[src/rtl/seq_defs.vh]
// rtl/seq_defs.vh - shared bit-order encodings and constant clog2 for sequential blocks
`ifndef SEQ_DEFS_VH
`define SEQ_DEFS_VH

localparam int LSB_FIRST = 0;
localparam int MSB_FIRST = 1;

// Bits needed to count 0..n-1; at least 1 so a 2-entry counter still has a bit.
function automatic int clog2(input int n);
  int r;
  int v;
  r = 0;
  v = n - 1;
  while (v > 0) begin
    r = r + 1;
    v = v >> 1;
  end
  if (r < 1) r = 1;
  return r;
endfunction

`endif

[src/rtl/sipo_deserializer_pkg.sv]
// rtl/sipo_deserializer_pkg.sv - package wrapping the shared sequential definitions
package sipo_deserializer_pkg;

`include "seq_defs.vh"

endpackage

[src/rtl/sipo_deserializer_dff_en.sv]
// rtl/sipo_deserializer_dff_en.sv - single-bit flop with sync active-high reset and enable
module dff_en (
  input  logic clk,
  input  logic rst,
  input  logic en,
  input  logic d,
  output logic q
);

  // Reset wins over enable; q holds when en is low.
  always_ff @(posedge clk) begin
    if (rst) begin
      q <= 1'b0;
    end else if (en) begin
      q <= d;
    end
  end

endmodule

[src/rtl/sipo_deserializer.sv]
// rtl/sipo_deserializer.sv - serial-in/parallel-out deserializer with one-word holding register
module sipo_deserializer
  import sipo_deserializer_pkg::clog2;
#(
  parameter int WIDTH     = 8,
  parameter int MSB_FIRST = 0
) (
  input  logic                    clk,
  input  logic                    rst,
  input  logic                    sin,
  input  logic                    sin_valid,
  output logic [WIDTH-1:0]        dout,
  output logic                    dout_valid,
  input  logic                    dout_ready,
  output logic [clog2(WIDTH)-1:0] bit_cnt,
  output logic                    overrun
);

  localparam int CW = clog2(WIDTH);

  logic [WIDTH-1:0] sreg_q;
  logic [WIDTH-1:0] sreg_d;
  logic [WIDTH-1:0] dout_q;
  logic [CW-1:0]    bit_cnt_q;
  logic [CW-1:0]    bit_cnt_d;
  logic             dout_valid_q;
  logic             dout_valid_d;
  logic             overrun_q;
  logic             overrun_d;
  logic             complete;
  logic             consume;
  logic             hold_free;
  logic             load;

  // Next shift value, word completion, and holding-register / flag updates.
  always_comb begin
    sreg_d       = {sin, sreg_q[WIDTH-1:1]};
    bit_cnt_d    = bit_cnt_q;
    dout_valid_d = dout_valid_q;
    overrun_d    = overrun_q;

    if (MSB_FIRST == sipo_deserializer_pkg::MSB_FIRST) begin
      sreg_d = {sreg_q[WIDTH-2:0], sin};
    end

    // The completed word is sreg_d, i.e. it already contains this cycle's bit.
    complete  = sin_valid && (bit_cnt_q == CW'(WIDTH - 1));
    consume   = dout_valid_q && dout_ready;
    hold_free = !dout_valid_q || dout_ready;
    load      = complete && hold_free;

    if (complete) begin
      bit_cnt_d = '0;
    end else if (sin_valid) begin
      bit_cnt_d = bit_cnt_q + CW'(1);
    end

    // A load on the same edge as a consume keeps valid high: no bubble.
    if (load) begin
      dout_valid_d = 1'b1;
    end else if (consume) begin
      dout_valid_d = 1'b0;
    end

    if (complete && !hold_free) begin
      overrun_d = 1'b1;
    end
  end

  // Counter and control flags; overrun is sticky until reset.
  always_ff @(posedge clk) begin
    if (rst) begin
      bit_cnt_q    <= '0;
      dout_valid_q <= 1'b0;
      overrun_q    <= 1'b0;
    end else begin
      bit_cnt_q    <= bit_cnt_d;
      dout_valid_q <= dout_valid_d;
      overrun_q    <= overrun_d;
    end
  end

  for (genvar i = 0; i < WIDTH; i++) begin : g_bits
    dff_en u_sreg (
      .clk (clk),
      .rst (rst),
      .en  (sin_valid),
      .d   (sreg_d[i]),
      .q   (sreg_q[i])
    );

    dff_en u_dout (
      .clk (clk),
      .rst (rst),
      .en  (load),
      .d   (sreg_d[i]),
      .q   (dout_q[i])
    );
  end

  assign dout       = dout_q;
  assign dout_valid = dout_valid_q;
  assign bit_cnt    = bit_cnt_q;
  assign overrun    = overrun_q;

endmodule

[config.mk]
export PLATFORM = sky130hd
export DESIGN_NAME = sipo_deserializer
export DESIGN_NICKNAME = d
export VERILOG_FILES = /design/src/rtl/sipo_deserializer_pkg.sv /design/src/rtl/sipo_deserializer_dff_en.sv /design/src/rtl/sipo_deserializer.sv
export VERILOG_INCLUDE_DIRS = /design/src /design/src/rtl
export SDC_FILE = /design/constraint.sdc
export NUM_CORES = 1
export LEC_CHECK = 0
export ABC_AREA = 1
export CORE_ASPECT_RATIO = 0.9
export CORE_UTILIZATION = 53
export DETAILED_ROUTE_END_ITERATION = 7
export PLACE_DENSITY = 0.83
export RECOVER_POWER = 50
export SYNTH_ARGS = -nofsm -noshare
export SYNTH_HDL_FRONTEND = slang
export SYNTH_SLANG_ARGS = --single-unit
export TNS_END_PERCENT = 30
[constraint.sdc]
create_clock -name clk -period 3 [get_ports clk]
set_input_delay 0.6 -clock clk [delete_from_list [all_inputs] [get_ports clk]]
set_output_delay 0.6 -clock clk [all_outputs]
set_load 0.01 [all_outputs]
Word level (Yosys, flattened, before mapping). Index checks and enable logic that the tools add are counted.

Word-level logic and storage cells: 31. Flip-flop bits (word level): 20. Bits of input ports: 5.

Add/sub/neg operators: 1. Equal/unequal tests: 1. Reductions and logical operators: 9. Multiplexer cells: 2.

Operators with widths (number): logical AND 1 bit (4); adder 3 x 1 -> 3 bit (second input constant) (1); equality test 3 bit (second input constant) (1); zero test 1 bit (2); two-way mux 1 bit (2); nonzero test 2 bit (1); OR reduction 2 bit (1); logical OR 1 bit (1).

Longest topological paths before layout. Gate-level depths: netlist of run 1.

Word-level depth: 4. Mapped depth: 8. Depth with buffers taken out: 7.

Cells and area by module. From an unflattened synthesis of run 1, not the netlist that was laid out.

Cell total of the unflattened synthesis: 133. Area total of the unflattened synthesis: 897.1 µm².

By module, submodules not included: dff_en (times used 15, area an instance 45.0 µm², cells each 7, sequential area each 20.0 µm²); sipo_deserializer (times used 1, area an instance 221.5 µm², cells each 28, sequential area each 100.1 µm²).

Worst setup path before layout of run 1. OpenSTA, ideal clock, no wires.

Path kind: register to register. From: reg bit_cnt_q[0] (netlist: bit_cnt[0]). To: reg g_bits[0].u_dout.q. Clock period less this slack: 1.342 ns. Library setup time: 0.115 ns. Path buffers: 1. Arrival: 1.228 ns. Stages on the path, launching flop included: 8. Setup slack: 1.658 ns. Cell sequence: dfxtp_1 > ha_1 > ha_1 > nand2_2 > clkinv_4 > buf_8 > a21oi_1 > nor2_1.

Word-level cells in the longest chain between the ends: 3.

RTL lines: start, declared (RTL line sipo_deserializer.sv:24) `logic [CW-1:0] bit_cnt_q;`; start signal, assigned (RTL line sipo_deserializer.sv:77) `bit_cnt_q <= bit_cnt_d;`; equality test 3 bit (RTL line sipo_deserializer.sv:47) `complete = sin_valid && (bit_cnt_q == CW'(WIDTH - 1));`; logical AND 1 bit (RTL line sipo_deserializer.sv:47); logical AND 1 bit (RTL line sipo_deserializer.sv:50) `load = complete && hold_free;`; end signal, assigned (RTL line sipo_deserializer_dff_en.sv:13) `q <= 1'b0;`; end signal, assigned (RTL line sipo_deserializer_dff_en.sv:15) `q <= d;`; end, declared (RTL line sipo_deserializer_dff_en.sv:7) `output logic q`.

Every way passes these cells. A chain may end at the register's enable or synchronous reset.

Worst setup path after layout of run 1.
From: in sin_valid. To: reg g_bits[1].u_dout.q.

Word-level cells in the longest chain between the ends: 2.

RTL lines: start, declared (RTL line sipo_deserializer.sv:11) `input logic sin_valid,`; logical AND 1 bit (RTL line sipo_deserializer.sv:47); logical AND 1 bit (RTL line sipo_deserializer.sv:50); end signal, assigned (RTL line sipo_deserializer_dff_en.sv:13); end signal, assigned (RTL line sipo_deserializer_dff_en.sv:15); end, declared (RTL line sipo_deserializer_dff_en.sv:7).

Every way passes these cells.

==> reports/summary.log, run 1 <==
INFO  synth          yosysWarnings=0
INFO  setup_path     worst-path-max-fanout=20
INFO  power_and_ir_drop pleak=0.4388nW
INFO  flow_run       cap_viol_max_count=0
INFO  synth          number_of_instances_in_the_synthesized_netlist=108
INFO  synth          ys_seq_area_frac=0.4360
INFO  setup_path     crit_required=3.21ns
INFO  placed_design  gp_routability_congestion=0.7380
INFO  synth          post_synth_instance_area=918.4um2
INFO  setup_path     worst_setup_path_start_kind=input port
INFO  cells_and_area post_layout_nonfiller_instances=138
INFO  synth          synth-seq-cells=20
INFO  cts            clk_pin_slew_worst_paths=0.10ns
INFO  detailed_routing routed-via-count=665
INFO  sta            timing_max_transition_violations_final=0
INFO  placed_design  worst_setup_slack_before_clock_tree_synthesis=0.8780ns
INFO  cts            cts_hold_buf=0
INFO  floorplanning  die-area=0.001904mm2
INFO  synth          yosysUniqueCellTypes=20
INFO  setup_path     worstSetupPathType=in -> reg
INFO  sta            rsz0062_at_grt=false
INFO  grt            met1_demand_to_capacity_share_in_global_routing=0.2527
INFO  synth          post_synth_main_area_contributors=sky130_fd_sc_hd__dfxtp_1 (44%), sky130_fd_sc_hd__a21oi_1 (8.7%), sky130_fd_sc_hd__buf_4 (6.5%)
INFO  power_and_ir_drop vdd_ir_drop_max=290.7uV
INFO  cts            cts_tree=done
INFO  floorplanning  die_w=45.88um
INFO  detailed_routing drt_iter0_markers=16
INFO  grt            pin_count_of_the_biggest_net_entering_global_routing=21
INFO  detailed_routing ant_nets=0
INFO  cts            cts.path.max_buffers=2
INFO  synth          synth_top_cell_by_area=sky130_fd_sc_hd__dfxtp_1
INFO  setup_path     top_delay_family_on_crit_path=buffers and inverters
INFO  sta            final-setup-viol-count=0
INFO  cts            clock_latency=0.30ns
INFO  floorplanning  initial_core_util=0.6007
INFO  detailed_routing drc=0
INFO  sta            maxSlewHeadroom=0.5966
INFO  grt            groute.layer.met3.usage=0.07826
INFO  power_and_ir_drop design_power_total=0.4708mW
INFO  grt            grt_pass1_vias=566
INFO  grt            grt-busiest-layer=met1
INFO  cells_and_area area.growth.synth_to_final=11.04%
INFO  floorplanning  chipHeight=41.49um
INFO  placed_design  place.detailed.hpwl=1020um
INFO  cts            cts-resized-gates=0
INFO  sta            worst_slew_pin_slew=0.6032ns
INFO  sta            timing.setup.tns=0ns
INFO  synth          postSynthNetCount=115
INFO  synth          yosysTopAreaCellShare=0.4360
INFO  setup_path     crit_arrival=2.17ns
INFO  sta            final_critical_delay_including_setup_and_external_delays=1.961ns
INFO  status         status=finished clean
INFO  sta            hold_viol_final=0
INFO  synth          synthMostInstantiatedCell=sky130_fd_sc_hd__dfxtp_1
INFO  floorplanning  core_area=0.001529mm2
INFO  sta            timing.fmax=509.8MHz
INFO  setup_path     ordered_list_of_cells_on_the_worst_path=dlygate4sd3_1, nand2_1, clkinv_4, nand3_1, nand2_1, nor2_1
INFO  grt            grt_overflow=0
INFO  synth          ys_top_cells_by_count=sky130_fd_sc_hd__dfxtp_1 (20), sky130_fd_sc_hd__a21oi_1 (16), sky130_fd_sc_hd__nand2_1 (13), sky130_fd_sc_hd__inv_1 (11), sky130_fd_sc_hd__nor2_1 (9)
INFO  cts            clk_root_buffer_cell=sky130_fd_sc_hd__clkbuf_4
INFO  detailed_routing tritonroute_pass_1_iters=4
INFO  cells_and_area drive_above_1_share=0.1034
INFO  power_and_ir_drop power_per_cell_area=461.7mW/mm2
INFO  cts            clock_tree.htree_level_count=1
INFO  sta            hold_ws=0.4715ns
INFO  grt            grt_util_all_layers=0.1752
INFO  floorplanning  boundaryPins=18
INFO  sta            timing.final.crit_share=0.6538
INFO  floorplanning  std_cell_rows=13
INFO  sta            clock_skew=0.002558ns
INFO  synth          syn_area_per_cell=8.504um2
INFO  synth          yosys_most_used_dff=sky130_fd_sc_hd__dfxtp_1
INFO  synth          synth_async_sr_flop_share=0
INFO  placed_design  port-buffer-count=17
INFO  detailed_routing detail_route.wl_per_cell=10.16um
INFO  detailed_routing number_of_vias_per_cell=4.819
INFO  cts            cts_post_setup_buffers_inserted=0
INFO  setup_path     critPathCaptureType=flip-flop
INFO  cells_and_area num_antenna_cells=0
INFO  cells_and_area layout.nets=124
INFO  setup_path     cp_most_frequent_cell=sky130_fd_sc_hd__nand2_1
INFO  grt            grt_pass1_wl=2435um
INFO  setup_path     critical-path-max-stage-delay=0.92ns
INFO  setup_path     critPathBufInv=2
INFO  grt            grt_util_met2=0.2394
INFO  placed_design  total_placed_cells_including_tap_cells=134
INFO  grt            initial_antenna_violation_count=0
INFO  cts            clock_sink_count=20
INFO  cts            cts_made_buffers=3
INFO  setup_path     cp_slowest_cell=sky130_fd_sc_hd__dlygate4sd3_1
INFO  hold_path      min_path_type=reg -> reg
INFO  sta            fin_ws=1.039ns
INFO  detailed_routing route.final.wire_length=1402um
INFO  synth          synth-edff-count=0
[cells by family after synthesis]
family,count (synthesis),share of synthesized area
buffers and inverters,26,0.1962
AND/OR/NAND/NOR,33,0.1771
AO/OA/AOI/OAI,26,0.1540
XOR/XNOR,1,0.009539
flip-flops,20,0.4360
adder cells (fa/ha/maj),2,0.02724
[power by group]
group	total, mW	switching, mW	leakage, nW	internal, mW
Sequential	0.279	0.00480	0.163	0.274
Clock	0.152	0.0776	0.0210	0.0740
Combinational	0.0401	0.0223	0.255	0.0178
[sequential cells by signal, summed over array words and instances, names as in the netlist]
| name | flops |
|---|---|
| overrun | 1 |
| g_bits.u_dout.q | 8 |
| g_bits.u_sreg.q | 7 |
| bit_cnt | 3 |
| dout_valid | 1 |
[worst min-delay path, cell delays in order (launching register included)]
cell and delay (ns):
sky130_fd_sc_hd__dfxtp_1 0.33, sky130_fd_sc_hd__inv_1 0.05, sky130_fd_sc_hd__a21oi_1 0.05
[cells in the final DEF (no fill, tap or decap), types with 3 or more instances in the layout]
cell / Yosys / final
sky130_fd_sc_hd__dlygate4sd3_1: 0 / 5
sky130_fd_sc_hd__clkbuf_4: 0 / 3
sky130_fd_sc_hd__nand3_1: 6 / 6
sky130_fd_sc_hd__o21ai_0: 7 / 7
sky130_fd_sc_hd__dfxtp_1: 20 / 20
sky130_fd_sc_hd__nor2_1: 9 / 9
sky130_fd_sc_hd__nand2_1: 13 / 14
sky130_fd_sc_hd__inv_1: 11 / 11
sky130_fd_sc_hd__clkdlybuf4s50_1: 0 / 12
sky130_fd_sc_hd__a21oi_1: 16 / 17
[layout make-up]
cell class / instances / area (um2)
clock buffers: 4 / 36.28
fillers: 140 / 509.2
inverters: 13 / 53.80
multi-input cells: 62 / 331.6
flip-flops and latches: 20 / 400.4
well taps: 22 / 27.53
repair buffers: 17 / 170.2
[per-layer routing]
metal	vias to the layer above	part of all wire
met4	0	0.0071
li1	351	-
met5	-	0
met1	298	0.48
met2	14	0.46
met3	2	0.053
[path summary, 6_finish.rpt]
| path | depth (start not counted) | endpoint | startpoint | slack, ns |
|---|---|---|---|---|
| min | 2 | overrun$_SDFFE_PP0P_ | overrun$_SDFFE_PP0P_ | 0.47 |
| min reg2reg | 2 | overrun$_SDFFE_PP0P_ | overrun$_SDFFE_PP0P_ | 0.47 |
| max | 6 | g_bits[1].u_dout.q$_SDFFE_PP0P_ | sin_valid | 1.04 |
| max reg2reg | 6 | g_bits[4].u_dout.q$_SDFFE_PP0P_ | bit_cnt[0]$_SDFFE_PP0P_ | 1.62 |
[per-stage QoR]
stage | instance area, um2 | utilization
after floorplan | 918.4 | -
after global placement | 989.7 | 0.6473
after detailed placement | 989.7 | 0.6473
after CTS | 1026 | 0.6710
after global routing | 1020 | 0.6669
final | 1020 | 0.6669
(Power assumes the default switching activity.)
==> inputs of run 2 (changes only) <==
Settings changed: CORE_UTILIZATION 53 to 44, PLACE_DENSITY 0.83 to 0.73.
Clock period 3 ns to 1.8 ns, I/O delays scaled along.
==> run 2 against run 1 <==
Sequential share of layout area grew 0.24 points. Largest power group unchanged. Cell count grew 2.2%. Critical path depth shrank 5. Clock power grew 34%. Routed wire length is essentially flat.
==> reports/summary.log, run 2 (synthesis results as in run 1) <==
INFO  flow_run       cap_viol_max_count=0 [unchanged]
INFO  cells_and_area layout_common_cells=sky130_fd_sc_hd__dfxtp_1 (20), sky130_fd_sc_hd__a21oi_1 (17), sky130_fd_sc_hd__clkdlybuf4s50_1 (17) [was sky130_fd_sc_hd__dfxtp_1 (20), sky130_fd_sc_hd__a21oi_1 (17), sky130_fd_sc_hd__nand2_1 (14)]
INFO  floorplanning  chipHeight=45.34um [was 41.49 um]
INFO  setup_path     ordered_list_of_cells_on_the_worst_path=clkdlybuf4s50_1 [was dlygate4sd3_1, nand2_1, clkinv_4, nand3_1, nand2_1, nor2_1]
INFO  cells_and_area final_common_cell=sky130_fd_sc_hd__dfxtp_1 [unchanged]
INFO  power_and_ir_drop switching_share=0.2304 [was 0.2223]
INFO  sta            worst_slew_pin_slew=0.7179ns [was 0.6032 ns]
INFO  sta            timing_max_transition_violations_final=0 [unchanged]
INFO  cts            clock_latency=0.29ns [was 0.30 ns]
INFO  cts            cts_post_setup_buffers_inserted=0 [unchanged]
INFO  cts            clock_tree.htree_level_count=1 [unchanged]
INFO  placed_design  place.detailed.hpwl=995.9um [was 1020 um]
INFO  cts            cts_made_buffers=3 [unchanged]
INFO  power_and_ir_drop vdd_ir_drop_max=730.5uV [was 290.7 uV]
INFO  power_and_ir_drop power.switching=0.1692mW [was 0.1047 mW]
INFO  setup_path     worstSetupPathType=reg -> out [was in -> reg]
INFO  cts            cts_hold_buf=0 [unchanged]
INFO  sta            clock_skew=0.002239ns [was 0.002558 ns]
INFO  grt            pin_count_of_the_biggest_net_entering_global_routing=20 [was 21]
INFO  sta            timing.setup.tns=0ns [unchanged]
INFO  floorplanning  die-area=0.002274mm2 [was 0.001904 mm2]
INFO  placed_design  port-buffer-count=17 [unchanged]
INFO  sta            maxSlewHeadroom=0.5214 [was 0.5966]
INFO  floorplanning  die_w=50.16um [was 45.88 um]
INFO  placed_design  total_placed_cells_including_tap_cells=138 [was 134]
INFO  grt            grt_pass1_wl=2435um [unchanged]
INFO  setup_path     crit_arrival=1.28ns [was 2.17 ns]
INFO  grt            grt_pass1_vias=576 [was 566]
INFO  floorplanning  std_cell_rows=15 [was 13]
INFO  setup_path     critPathCaptureType=output port [was flip-flop]
INFO  cts            clock_sink_count=20 [unchanged]
INFO  detailed_routing ant_nets=0 [unchanged]
INFO  power_and_ir_drop pleak=0.4182nW [was 0.4388 nW]
INFO  grt            groute.layer.met3.usage=0.06061 [was 0.07826]
INFO  power_and_ir_drop power_per_cell_area=724.9mW/mm2 [was 461.7 mW/mm2]
INFO  detailed_routing route.final.wire_length=1401um [was 1402 um]
INFO  hold_path      min_path_type=reg -> reg [unchanged]
INFO  grt            met1_demand_to_capacity_share_in_global_routing=0.1863 [was 0.2527]
INFO  cells_and_area final-seq-area=400.4um2 [unchanged]
INFO  cells_and_area area.growth.synth_to_final=10.35% [was 11.04%]
INFO  cts            cts.path.max_buffers=2 [unchanged]
INFO  power_and_ir_drop combPwrFrac=0.090 [was 0.085]
INFO  cells_and_area post_layout_nonfiller_instances=141 [was 138]
INFO  detailed_routing number_of_vias_per_cell=4.979 [was 4.819]
INFO  status         status=finished clean [unchanged]
INFO  floorplanning  boundaryPins=18 [unchanged]
INFO  cells_and_area largest_reg_flops=8 [unchanged]
INFO  setup_path     cp_slowest_cell=sky130_fd_sc_hd__clkdlybuf4s50_1 [was sky130_fd_sc_hd__dlygate4sd3_1]
INFO  cts            clk_root_buffer_cell=sky130_fd_sc_hd__clkbuf_4 [unchanged]
INFO  cells_and_area num_antenna_cells=0 [unchanged]
INFO  setup_path     crit_required=1.44ns [was 3.21 ns]
INFO  cts            cts-resized-gates=0 [unchanged]
INFO  power_and_ir_drop internal_power_summed_over_all_cells=0.5655mW [was 0.3662 mW]
INFO  cts            clk_pin_slew_worst_paths=0.10ns [about the same]
INFO  cells_and_area layout.filler_cells=198 [was 140]
INFO  floorplanning  core_area=0.001933mm2 [was 0.001529 mm2]
INFO  sta            rsz0062_at_grt=false [unchanged]
INFO  detailed_routing detail_route.wl_per_cell=9.936um [was 10.16 um]
INFO  setup_path     worst-path-max-fanout=3 [was 20]
INFO  placed_design  gp_routability_congestion=0.6931 [was 0.7380]
INFO  cts            cts_tree=done [unchanged]
INFO  floorplanning  initial_core_util=0.4751 [was 0.6007]
INFO  sta            hold_viol_final=0 [unchanged]
INFO  detailed_routing routed-via-count=702 [was 665]
INFO  cells_and_area layout.nets=125 [was 124]
INFO  sta            timing.final.crit_share=0.9116
INFO  grt            grt_util_all_layers=0.1443 [was 0.1752]
INFO  setup_path     worst_setup_path_start_kind=flip-flop [was input port]
INFO  detailed_routing drt_iter0_markers=9 [was 16]
INFO  power_and_ir_drop p_seq_frac=0.634 [was 0.593]
INFO  grt            initial_antenna_violation_count=0 [unchanged]
INFO  cells_and_area top_register=g_bits.u_dout.q [unchanged]
INFO  setup_path     top_delay_family_on_crit_path=buffers and inverters [unchanged]
INFO  sta            final_critical_delay_including_setup_and_external_delays=1.641ns
INFO  setup_path     critical-path-max-stage-delay=0.57ns [was 0.92 ns]
INFO  detailed_routing tritonroute_pass_1_iters=4 [unchanged]
INFO  power_and_ir_drop power_frac_clock=0.276 [was 0.322]
INFO  grt            grt_overflow=0 [unchanged]
INFO  detailed_routing drc=0 [unchanged]
INFO  sta            final-setup-viol-count=0 [unchanged]
INFO  cells_and_area drive_above_1_share=0.09483 [was 0.1034]
INFO  cells_and_area footprint_of_the_multi_input_gates=331.6um2 [unchanged]
INFO  grt            grt-busiest-layer=met2 [was met1]
INFO  setup_path     critPathBufInv=1 [was 2]
INFO  grt            grt_util_met2=0.2240 [was 0.2394]
INFO  sta            timing.fmax=609.4MHz
==> run 2: power by group through the flow <==
stage / combinational (mW) / sequential (mW) / clock [mW]
6_report: 0.0664 / 0.466 / 0.203
3_3_place_gp: 0.0662 / 0.475 / 0
4_1_cts: 0.0682 / 0.466 / 0.209
3_5_place_dp: 0.0676 / 0.476 / 0
5_1_grt: 0.0763 / 0.469 / 0.225
2_1_floorplan: 0.0464 / 0.476 / 0
==> run 2: through the flow <==
stage               utilization  area, um2  setup slack, ns  hold slack [ns]  total power [mW]
detailed placement       0.5178       1001           0.3868           0.4614            0.5434
CTS                      0.5295       1023           0.1492           0.4767            0.7435
global route             0.5243       1013           0.1026           0.4937            0.7704
floorplan                     -      918.4           0.4575           0.4224            0.5227
finish                   0.5243       1013           0.1591           0.4652            0.7347
global placement         0.5178       1001           0.4078           0.4475            0.5413
==> run 2: cell type report <==
type / instances / share of cell area
sequential: 20 / 0.3951
multi-input combinational: 62 / 0.3272
timing repair buffer: 18 / 0.1716
inverter: 13 / 0.05309
tap: 25 / 0.03086
clock buffer: 3 / 0.02222
==> run 2: worst paths after layout <==
check / to / slack (ns) / cells after the start / start
max reg2reg: g_bits[4].u_dout.q$_SDFFE_PP0P_ / 0.39 / 6 / bit_cnt[0]$_SDFFE_PP0P_
max: dout_valid / 0.16 / 1 / dout_valid$_SDFFE_PP0P_
min reg2reg: overrun$_SDFFE_PP0P_ / 0.47 / 2 / overrun$_SDFFE_PP0P_
min: overrun$_SDFFE_PP0P_ / 0.47 / 2 / overrun$_SDFFE_PP0P_
==> run 2: routing by layer <==
metal  vias up  part of all wire
met5         -                 0
met4         0            0.0086
met3         2             0.047
met2        15              0.44
met1       324              0.50
li1        361                 -
